File: config.mk
export PLATFORM = sky130hd
export DESIGN_NAME = pmp_csr_bank
export DESIGN_NICKNAME = d
export VERILOG_FILES = /design/src/rtl/pmp_csr_bank.sv
export SDC_FILE = /design/constraint.sdc
export NUM_CORES = 1
export LEC_CHECK = 0
export ABC_AREA = 1
export CAP_MARGIN = 20
export CORE_AREA = 10 10 276 278
export DETAILED_ROUTE_END_ITERATION = 7
export DIE_AREA = 0 0 286 288
export GPL_ROUTABILITY_DRIVEN = 0
export PLACE_DENSITY = 0.6
export SLEW_MARGIN = 30
export SYNTH_ARGS = -nofsm -noshare
export SYNTH_HDL_FRONTEND = slang
export SYNTH_SLANG_ARGS = --single-unit
export TNS_END_PERCENT = 50
File: constraint.sdc
create_clock -name clk_i -period 3.65 [get_ports clk_i]
set_input_delay 0.365 -clock clk_i [delete_from_list [all_inputs] [get_ports clk_i]]
set_output_delay 0.365 -clock clk_i [all_outputs]
set_load 0.03 [all_outputs]
File: src/rtl/pmp_csr_bank.sv
// Machine-mode PMP cfg/addr CSR bank with lock, TOR-lock, read-only and WARL write rules.
// Registered response one cycle after req_i; always ready, so back-to-back requests need no backpressure.
module pmp_csr_bank #(
  parameter int unsigned       NrPMPEntries     = 8,
  parameter int unsigned       XLEN             = 32,
  parameter logic [15:0][63:0] PMPCfgRstVal     = '0,
  parameter logic [15:0][63:0] PMPAddrRstVal    = '0,
  parameter logic [15:0]       PMPEntryReadOnly = '0
) (
  input  logic                   clk_i,
  input  logic                   rst_ni,
  input  logic                   req_i,
  input  logic [1:0]             op_i,
  input  logic [11:0]            addr_i,
  input  logic [XLEN-1:0]        wdata_i,
  output logic                   ack_o,
  output logic [XLEN-1:0]        rdata_o,
  output logic                   err_o,
  output logic [15:0][7:0]       pmpcfg_o,
  output logic [15:0][31:0]      pmpaddr_o
);

  localparam logic [1:0] OpRead  = 2'b00;
  localparam logic [1:0] OpWrite = 2'b01;
  localparam logic [1:0] OpSet   = 2'b10;
  localparam logic [1:0] OpClear = 2'b11;

  logic [15:0][7:0]  cfg_q, cfg_d;
  logic [15:0][31:0] addr_q, addr_d;
  logic              ack_q, err_q;
  logic [XLEN-1:0]   rdata_q;

  logic              is_cfg, is_addr, hit;
  logic [XLEN-1:0]   old_val, cand;
  logic [15:0]       tor_locked;
  logic [7:0]        cand_byte;

  // pmpcfg0-3 live at 0x3A0-0x3A3, pmpaddr0-15 at 0x3B0-0x3BF
  assign is_cfg  = (addr_i[11:2] == 10'h0E8);
  assign is_addr = (addr_i[11:4] == 8'h3B);
  assign hit     = is_cfg | is_addr;

  // Unimplemented entries hold constant zero, so reads of them fall out as 0
  always_comb begin
    old_val = '0;
    if (is_cfg) begin
      for (int k = 0; k < 4; k++) begin
        old_val[8*k +: 8] = cfg_q[{addr_i[1:0], 2'(k)}];
      end
    end else if (is_addr) begin
      old_val = addr_q[addr_i[3:0]];
    end
  end

  always_comb begin
    case (op_i)
      OpWrite: cand = wdata_i;
      OpSet:   cand = old_val | wdata_i;
      OpClear: cand = old_val & ~wdata_i;
      default: cand = old_val;
    endcase
  end

  // A locked TOR entry i+1 also freezes the lower bound held in pmpaddr[i]
  always_comb begin
    tor_locked = '0;
    for (int i = 0; i < 15; i++) begin
      tor_locked[i] = (i + 1 < NrPMPEntries) && cfg_q[i+1][7] && (cfg_q[i+1][4:3] == 2'b01);
    end
  end

  always_comb begin
    cfg_d     = cfg_q;
    addr_d    = addr_q;
    cand_byte = '0;
    if (req_i && (op_i != OpRead)) begin
      for (int i = 0; i < 16; i++) begin
        cand_byte = cand[8*(i%4) +: 8];
        if (is_cfg && (addr_i[1:0] == 2'(i/4)) && (i < NrPMPEntries) &&
            !cfg_q[i][7] && !PMPEntryReadOnly[i] && !(!cand_byte[0] && cand_byte[1])) begin
          cfg_d[i] = cand_byte & 8'h9F;
        end
        if (is_addr && (addr_i[3:0] == 4'(i)) && (i < NrPMPEntries) &&
            !cfg_q[i][7] && !PMPEntryReadOnly[i] && !tor_locked[i]) begin
          addr_d[i] = cand[31:0];
        end
      end
    end
  end

  always_ff @(posedge clk_i or negedge rst_ni) begin
    if (!rst_ni) begin
      for (int i = 0; i < 16; i++) begin
        cfg_q[i]  <= (i < NrPMPEntries) ? (PMPCfgRstVal[i][7:0] & 8'h9F) : 8'h00;
        addr_q[i] <= (i < NrPMPEntries) ? PMPAddrRstVal[i][31:0] : 32'h0;
      end
      ack_q   <= 1'b0;
      err_q   <= 1'b0;
      rdata_q <= '0;
    end else begin
      cfg_q  <= cfg_d;
      addr_q <= addr_d;
      ack_q  <= req_i;
      err_q  <= req_i & ~hit;
      if (req_i) begin
        rdata_q <= hit ? old_val : '0;
      end
    end
  end

  assign ack_o     = ack_q;
  assign err_o     = err_q;
  assign rdata_o   = rdata_q;
  assign pmpcfg_o  = cfg_q;
  assign pmpaddr_o = addr_q;

endmodule
==> summary.md, run 1 <==
| Metric | Value |
|---|---|
| Site Rows | 98 |
| Clock sinks | around 340 |
| Clock Tree Buf Depth | 3 |
| Layout filler cell count | 7530 |
| Drc violations | 0 |
| Ys Warns | 0 |
| Area after DPL | 22480 µm² |
| Fin util | around a third |
| Fmax | 341.0 MHz |
| Routed length per instance | between 20 and 25 µm |
| Final Hold Fails | 0 |
| Starting Density | a little over a quarter |
| Most frequent CP cell | nand2_1 |
| Fin Setup TNS | 0 ps |
| First-pass GRT wire length | 126200 µm |
| DRT antenna net count | 0 |
| Pleak | roughly 12 nW |
| Tightest Pin Transition | 923.8 ps |
| Worst VDD drop | 0.0002697 V |
| Hold_buf cts | 1 |
| Register area | between 8000 and 9000 µm² |
| Largest net degree at the start of global routing | between 100 and 150 |
| CP endpoint kind | register |
| Register area share after synthesis | between 40% and 50% |
| Post-CTS setup repair buffer count | 0 |
| TritonCTS clock tree | built |
| Netlist cell types | 33 |
| Final instance area | ~24000 µm² |
| IO Port Bufs | ~390 |
| CTS Buf Count | 39 |
| Avg Cell Area, Syn | ~7.6 µm² |
| Area delta synth->final | 27.86% |
| Data required, critical path | between 4000 and 5000 ps |
| 1st-iter DRT viols | between 1000 and 1500 |
| Placed insts | roughly 3800 |
| FF+latch count, synth | roughly 340 |
| Full die area | about 82000 µm² |
| Core area | between 70000 and 80000 µm² |
| I/O pin count | between 700 and 800 |
| Post-Place Worst Slack | about 190 ps |
| Final nets | between 2000 and 3000 |
| Most frequent cells in the layout | 1237 x nand2_1, 384 x clkdlybuf4s50_1, 338 x dfrtp_1 |
| Setup slack after layout | 717.6 ps |
| Kind of critical path | in -> reg |
| Via density | between 4 and 5 |
| GRT Total Usage | roughly a fifth |
| Mapped cell area | about 19000 µm² |
| Post-CTS Resized | 0 |
| Area of the multi-input gates | between 8000 and 9000 µm² |
| Synth Instances | 2461 |
| Height of the die | ~290 µm |
| Layout cells sized above 1 | around 6.4% |
| Clock skew | between 15 and 20 ps |
| Cells on worst reg2reg path | 5 |
| Final Setup Violations | 0 |
| Slew HR | between 30% and 40% |
| Total chip power | roughly 8.7 mW |
| Hold slack | about 350 ps |
| Worst path arrival time | about 3400 ps |
| Initial antenna violation count | 8 |
| CTS root buf | clkbuf_16 |
| Final WL | 90120 µm |
| Later-pin clock latency in the skew report | 560 ps |
| H-Tree Depth | 2 |
| Vias in the first global route | around 17000 |
| CP Cell Sequence | clkdlybuf4s50_1 > inv_2 > nor2_4 > nand2_1 > nand3_1 > nand2_1 > nand4_1 > nand2_1 > nand2_1 > nand2_1 > nand2_1 > nand2_1 > nand2_1 |
| Reg clk slew, reported paths | ~60 ps |
| Vias | 17157 |
| CP Depth | 13 |
| Count of pins over their slew limit | 0 |
| Slowest CP cell | clkdlybuf4s50_1 |
| CP max stage delay | between 800 and 900 ps |
| Commonest non-fill, non-tap cell in the layout | nand2_1 |
| Detailed placement HPWL | approximately 70000 µm |
| Max cap viols | 0 |
| Crit path max-delay family | simple AND/OR/NAND/NOR gates |
| RSZ-0062 raised after global routing | no |
| Pwr Density | 365.9 nW/µm² |
| Startpoint Class | input port |
| Crit Path Max Fanout | 14 |
| Status | finished clean |
| Finished Layout Cells | between 3000 and 4000 |
| Worst Hold Class | in -> async |
| CP bufs+invs | 2 |
| GR Overflow Total | 0 |
| Final period utilization | 80.34% |
| Tmin final | slightly below 3000 ps |
| Die Span X | approximately 290 µm |
| Pre-antenna DRT Iters | 6 |
-- cell usage after synthesis --
cell type	n	area share (%)
nand2_2	21	0.71
a31oi_1	18	0.61
buf_1	3	0.061
a22o_1	6	0.28
buf_2	47	1.3
nor3_4	1	0.087
nor3_1	3	0.081
buf_4	342	14
o21ai_0	122	3.3
clkinv_1	1	0.020
a21boi_1	4	0.16
inv_2	14	0.28
nor2_8	1	0.11
inv_1	55	1.1
nor3b_1	5	0.20
clkbuf_1	42	0.85
a21boi_0	4	0.16
a21oi_1	3	0.081
dfrtp_1	338	45
a22oi_1	36	1.5
nor4_1	1	0.034
nor3_2	1	0.054
nand3_2	4	0.22
nor2_2	3	0.10
conb_1	1	0.020
nand2_1	1237	25
nand4_1	23	0.77
nor2_4	5	0.30
nor2_1	50	1.0
nand3_1	59	1.6
o22ai_1	1	0.034
buf_6	5	0.30
nor4_4	5	0.57
-- per-layer routing --
| metal | part of all wire, % | global-route usage, % | up-vias | wire length, µm |
|---|---|---|---|---|
| li1 | - | - | 7805 | - |
| met1 | 40 | 25.81 | 8336 | 36240 |
| met2 | 46 | 33.50 | 876 | 41790 |
| met3 | 10 | 7.372 | 130 | 9288 |
| met4 | 3.0 | 6.672 | 10 | 2744 |
| met5 | 0.067 | 0 | - | 60 |
-- state kept, by name, indices dropped and copies added, names as in the netlist --
name and flops:
pmpaddr_o 256, pmpcfg_o 48, rdata_o 32, ack_o 1, err_o 1
-- cell type report --
| cell class | count | share of cell area [%] |
|---|---|---|
| multi-input cells | 1949 | 34.15 |
| repair buffers | 456 | 18.86 |
| clock inverters | 8 | 0.3997 |
| diodes | 4 | 0.04207 |
| inverters | 70 | 1.104 |
| clock buffers | 57 | 4.901 |
| flip-flops and latches | 338 | 35.55 |
| well taps | 950 | 4.996 |
-- final timing paths --
path / start / endpoint / slack, ps
worst max-delay path: addr_i[1] / pmpcfg_o[52] / 720
worst min-delay path: rst_ni / pmpaddr_o[61] / 350
worst max register to register: pmpcfg_o[47] / pmpaddr_o[153] / 1200
worst min register to register: rdata_o[20] / rdata_o[20] / 480
max in group asynchronous: rst_ni / rdata_o[15] / 2280
min in group clk_i: req_i / ack_o / 380
-- report_power, final --
part / internal (mW) / total [mW] / switching [mW]
clock: 2.34 / 3.99 / 1.65
combinational: 0.128 / 0.965 / 0.837
sequential: 3.75 / 3.75 / 0.000832
total: 6.22 / 8.71 / 2.49
-- cells by family after synthesis --
logic type | count (synthesis) | synth area share (%)
compound gates | 194 | 6.058
buf+inv | 509 | 17.68
flops | 338 | 45.45
other cells | 1 | 0.02015
simple gates | 1419 | 30.78
No activity file was read; power rests on OpenSTA's default activity.
==> inputs of run 2 (changes only) <==
--- a/config.mk
+++ b/config.mk
@@ -7,11 +7,11 @@
 export LEC_CHECK = 0
 export ABC_AREA = 1
 export CAP_MARGIN = 20
-export CORE_AREA = 10 10 276 278
+export CORE_AREA = 10 10 277 279
 export DETAILED_ROUTE_END_ITERATION = 7
-export DIE_AREA = 0 0 286 288
+export DIE_AREA = 0 0 287 289
 export GPL_ROUTABILITY_DRIVEN = 0
-export PLACE_DENSITY = 0.6
+export PLACE_DENSITY = 0.62
 export SLEW_MARGIN = 30
 export SYNTH_ARGS = -nofsm -noshare
 export SYNTH_HDL_FRONTEND = slang
==> constraint.sdc (replaced) <==
create_clock -name clk_i -period 2.67 [get_ports clk_i]
set_input_delay 0.267 -clock clk_i [delete_from_list [all_inputs] [get_ports clk_i]]
set_output_delay 0.267 -clock clk_i [all_outputs]
set_load 0.03 [all_outputs]
==> summary.md, run 2 (same netlist as run 1, synthesis figures left out) <==
| Metric | Value |
|---|---|
| Drc violations | 0 (unchanged) |
| Detailed placement HPWL | 71630 µm (+2.7%) |
| Crit. Startpoint | addr_i[1] |
| Die Span X | 287 µm (+0.35%) |
| Pre-antenna DRT Iters | 8 (+2) |
| Most frequent cells in the layout | 1237 x nand2_1, 384 x clkdlybuf4s50_1, 338 x dfrtp_1 |
| Final nets | 3000 (+3.3%) |
| Layout cells sized above 1 | 9.628% (+3.2 points) |
| H-Tree Depth | 2 (unchanged) |
| Worst VDD drop | 0.0003836 V (+42%) |
| Met3 wire length | 9507 µm (+2.4%) |
| Data required, critical path | 3120 ps (-1010 ps) |
| Worst path arrival time | 2830 ps (-580 ps) |
| GRT Total Usage | 21.06% (+0.20 points) |
| Fmax | between 400 and 500 MHz |
| Clock skew | 30.81 ps (+11.64 ps) |
| Fin Setup TNS | 0 ps (unchanged) |
| Pleak | 12.90 nW (+5.3%) |
| Full die area | 82940 µm² (+0.70%) |
| TritonCTS clock tree | built |
| Final instance area | 25020 µm² (+5.2%) |
| Commonest non-fill, non-tap cell in the layout | nand2_1 |
| CTS root buf | clkbuf_16 |
| DRT met1 WL | 37450 µm (+3.4%) |
| Site Rows | 98 (unchanged) |
| IO Port Bufs | 386 (unchanged) |
| Reg2reg setup slack | 470 ps (-730 ps) |
| Post-CTS Resized | 0 (unchanged) |
| Final Setup Violations | 0 (unchanged) |
| Pwr Density | 498.1 nW/µm² (+36%) |
| Hold_buf cts | 1 (unchanged) |
| Area delta synth->final | 34.47% |
| Tightest Pin Transition | 950.6 ps (+26.85 ps) |
| Top routing layer used | met5 |
| Status | finished clean |
| Largest net degree at the start of global routing | 66 (-39%) |
| Placed insts | 3858 (+2.6%) |
| First-pass GRT wire length | 127700 µm (+1.1%) |
| Worst r2r src | pmpcfg_o[47] |
| Kind of critical path | in -> reg |
| CTS Buf Count | 40 (+2.6%) |
| Final WL | 91940 µm (+2.0%) |
| Vias | 17706 (+3.2%) |
| Vias in the first global route | 16783 (+0.95%) |
| Hold slack | 260.2 ps (-91.48 ps) |
| RSZ-0062 raised after global routing | no |
| Final Hold Fails | 0 (unchanged) |
| Via density | 4.502 (+0.55%) |
| GR Overflow Total | 0 (unchanged) |
| DRT antenna net count | 0 (unchanged) |
| CP endpoint kind | register |
| Finished Layout Cells | 3933 (+2.6%) |
| I/O pin count | 723 (unchanged) |
| Core area | 71120 µm² (+0.35%) |
| Max cap viols | 0 (unchanged) |
| Count of pins over their slew limit | 0 (unchanged) |
| Startpoint Class | input port |
| Post-CTS setup repair buffer count | 0 (unchanged) |
| Initial antenna violation count | 5 (-3) |
| Crit Path Max Fanout | 9 (-5) |
| Later-pin clock latency in the skew report | 580 ps (+20 ps) |
| Worst Hold Class | in -> async |
| Clock Tree Buf Depth | 3 (unchanged) |
| WL met2 | 42160 µm (+0.88%) |
| Routed length per instance | 23.38 µm (-0.60%) |
| Total chip power | 12.46 mW (+43%) |
| Largest register FFs | 256 (unchanged) |
| Reg clk slew, reported paths | 60 ps (about the same) |
| Area after DPL | 23620 µm² (+5.0%) |
| Tmin final | 2374 ps |
| Height of the die | 289 µm (+0.35%) |
| 1st-iter DRT viols | 1682 (+18%) |
| Clock sinks | 338 (unchanged) |
| Final period utilization | 88.90% |
| Starting Density | 26.16% (-0.091 points) |
| Slew HR | 36.49% (-1.9 points) |
==> run 2: changes by cell type in the layout (fill, tap and decap cells not counted), moves of 2 or more <==
cell       previous run  this run
buf_12                6        38
inv_6                 0         2
bufinv_16             2         5
diode_2               4         2
buf_4                62       127
==> run 2: final timing paths <==
check                                      end  depth (start not counted)
worst max-delay path             pmpaddr_o[91]                         13
worst min-delay path             pmpaddr_o[48]                          2
worst max register to register  pmpaddr_o[139]                          6
worst min register to register      rdata_o[3]                          2
max in group asynchronous       pmpaddr_o[135]                          3
min in group clk_i                       ack_o                          2
==> run 2: metrics by stage <==
stage | worst slack, ps | utilization (%)
after floorplan | 926.2 | -
after global placement | -136.1 | 33.21
after detailed placement | -139.9 | 33.21
after CTS | 433.1 | 35.18
after global routing | 241.4 | 35.18
final | 296.3 | 35.18
==> run 2: area by class of cell <==
cell class                 count  area [µm²]
antenna                        2       5.005
clock buffer                  59        1184
clock inverter                13       206.4
fill                        7462       46100
inverter                      70       262.8
multi-input combinational   1949        8130
sequential                   338        8458
tap                          950        1189
timing repair buffer         552        5588
==> run 2: critical path, stage by stage <==
cell	delay (ps)
clkdlybuf4s50_1	620
buf_4	180
nor2_4	50
buf_12	160
buf_4	170
nand2_1	60
nand2_1	40
o21ai_0	510
nand4_1	230
nand2_1	150
nand2_2	190
nand2_1	120
nand2_1	60
==> run 2: report_power, final <==
| part | internal, mW | switching (mW) |
|---|---|---|
| Clock | 3.56 | 2.37 |
| Sequential | 5.12 | 0.00136 |
| Combinational | 0.246 | 1.16 |
==> run 2: layer usage <==
metal,track usage [%],up-vias
li1,-,8014
met1,26.65,8633
met2,33.78,918
met3,6.785,135
met4,6.454,6
met5,0,-
==> inputs of run 3 (changes only) <==
==> constraint.sdc (replaced) <==
create_clock -name clk_i -period 2.67 [get_ports clk_i]
set_input_delay 0.801 -clock clk_i [delete_from_list [all_inputs] [get_ports clk_i]]
set_output_delay 0.801 -clock clk_i [all_outputs]
set_load 0.03 [all_outputs]
==> summary.md, run 3 (same netlist as run 1, synthesis figures left out) <==
| Metric | Value |
|---|---|
| Most frequent cells in the layout | 1224 x nand2_1, 363 x clkdlybuf4s50_1, 338 x dfrtp_1 |
| Detailed placement HPWL | 73900 µm (+3.2%) |
| Fmax | 380.2 MHz (-9.8%) |
| Max cap viols | 0 (unchanged) |
| Largest register FFs | 256 (unchanged) |
| Later-pin clock latency in the skew report | 570 ps (about the same) |
| Die Span X | 287 µm (unchanged) |
| Drc violations | 0 (unchanged) |
| Slew HR | 44.36% (+7.9 points) |
| Setup slack after layout | 39.78 ps (-256.5 ps) |
| Count of pins over their slew limit | 0 (unchanged) |
| Pre-antenna DRT Iters | 5 (-3) |
| Total chip power | 12.36 mW (-0.83%) |
| I/O pin count | 723 (unchanged) |
| Layout cells sized above 1 | 13.36% (+3.7 points) |
| H-Tree Depth | 2 (unchanged) |
| Post-Place Worst Slack | -810.8 ps (-670.8 ps) |
| Final Hold Fails | 0 (unchanged) |
| Starting Density | 26.16% (unchanged) |
| Data required, critical path | 3140 ps (+20 ps) |
| Hold slack | 187.9 ps (-72.32 ps) |
| Core area | 71120 µm² (unchanged) |
| Pwr Density | 475.1 nW/µm² (-4.6%) |
| Worst VDD drop | 0.0003735 V (-2.6%) |
| Area delta synth->final | 39.81% |
| CTS root buf | clkbuf_16 |
| 1st-iter DRT viols | 1480 (-12%) |
| Clock sinks | 338 (unchanged) |
| Worst Hold Class | in -> async |
| IO Port Bufs | 386 (unchanged) |
| Routed length per instance | 23.20 µm (-0.76%) |
| Worst path arrival time | 3100 ps (+270 ps) |
| Full die area | 82940 µm² (unchanged) |
| Vias in the first global route | 16875 (+0.55%) |
| Clock Tree Buf Depth | 3 (unchanged) |
| TritonCTS clock tree | built |
| Vias | 17989 (+1.6%) |
| Final nets | 3081 (+2.7%) |
| Tmin final | 2630 ps (+256.5 ps) |
| DRT antenna net count | 0 (unchanged) |
| Largest net degree at the start of global routing | 54 (-18%) |
| Status | finished clean |
| Initial antenna violation count | 9 (+4) |
| Height of the die | 289 µm (unchanged) |
| GRT Total Usage | 21.19% (+0.14 points) |
| Commonest non-fill, non-tap cell in the layout | nand2_1 |
| Site Rows | 98 (unchanged) |
| Crit Path Max Fanout | 6 (-3) |
| CTS Buf Count | 40 (unchanged) |
| GR Overflow Total | 0 (unchanged) |
| Tightest Pin Transition | 832.8 ps (-117.8 ps) |
| RSZ-0062 raised after global routing | yes |
| Via density | 4.482 (-0.45%) |
| Final period utilization | 98.51% (+9.6 points) |
| First-pass GRT wire length | 128400 µm (+0.56%) |
| Clock skew | 27.24 ps (-3.573 ps) |
| Startpoint Class | input port |
| CP endpoint kind | register |
| Finished Layout Cells | 4014 (+2.1%) |
| Hold_buf cts | 0 (-1) |
| Kind of critical path | in -> reg |
| Pleak | 13.54 nW (+5.0%) |
| Reg clk slew, reported paths | 60 ps (about the same) |
| Placed insts | 3936 (+2.0%) |
| Final Setup Violations | 0 (unchanged) |
| Final WL | 93120 µm (+1.3%) |
[run 3: cell count changes in the layout (fill, tap and decap cells not counted), sizes merged, moves of 3 or more]
cell / change
dlygate4sd2: +8
buf: +87
clkinv: +3
clkbuf: -5
clkinvlp: +3
clkdlybuf4s50: -21
dlymetal6s2s: +6
[run 3: final cells by class]
| cell class | instances | area, µm² |
|---|---|---|
| multi-input combinational | 1951 | 8324 |
| timing repair buffer | 631 | 6419 |
| clock inverter | 17 | 207.7 |
| inverter | 70 | 275.3 |
| tap | 950 | 1189 |
| fill | 7401 | 45100 |
| antenna | 3 | 7.507 |
| clock buffer | 54 | 1135 |
| sequential | 338 | 8458 |
[run 3: where the power goes]
group / leakage [nW] / internal [mW] / total [mW] / switching [mW]
Combinational: 8.26 / 0.303 / 1.50 / 1.19
Clock: 0.654 / 3.38 / 5.74 / 2.36
Sequential: 4.62 / 5.12 / 5.13 / 0.00125
[run 3: final timing paths]
path                               from  slack (ps)  cells past startpoint        endpoint
max in group asynchronous        rst_ni        1710                      2   pmpaddr_o[19]
max reg2reg                pmpcfg_o[47]         470                      8  pmpaddr_o[142]
max                           addr_i[8]          40                     13    pmpcfg_o[27]
min in group clk_i           rdata_o[8]         480                      2      rdata_o[8]
min reg2reg                  rdata_o[8]         480                      2      rdata_o[8]
min                              rst_ni         190                      1   pmpaddr_o[48]
[run 3: worst max-delay path, stage by stage]
cell	delay, ps
clkdlybuf4s50_1	480
nand2_2	90
nor2_4	170
buf_6	140
clkinvlp_4	180
nor2_8	220
nand2_4	100
buf_4	150
nor2_1	270
nand3_2	170
buf_4	170
nand3_1	80
nand2_1	60
[run 3: per-stage QoR]
step	utilization [%]	setup TNS [ps]	instance area, µm²
finish	36.58	0	26020
floorplan	-	0	19870
CTS	36.22	0	25760
detailed placement	34.34	-156450	24420
global route	36.57	-1177	26010
global placement	34.34	-151750	24420
[run 3: repair_timing]
action,4_1_cts,5_1_grt
setup buffers,0,2
setup endpoints to repair,27,219
cloned,0,2
gates resized for setup,12,86
pin swaps,0,9
[run 3: metal layers]
metal,vias to the layer above,GRT usage (%),part of all wire (%)
li1,8199,-,-
met1,8725,26.94,40
met2,930,33.64,46
met3,123,7.248,11
met4,12,6.270,3.0
met5,-,0,0.074
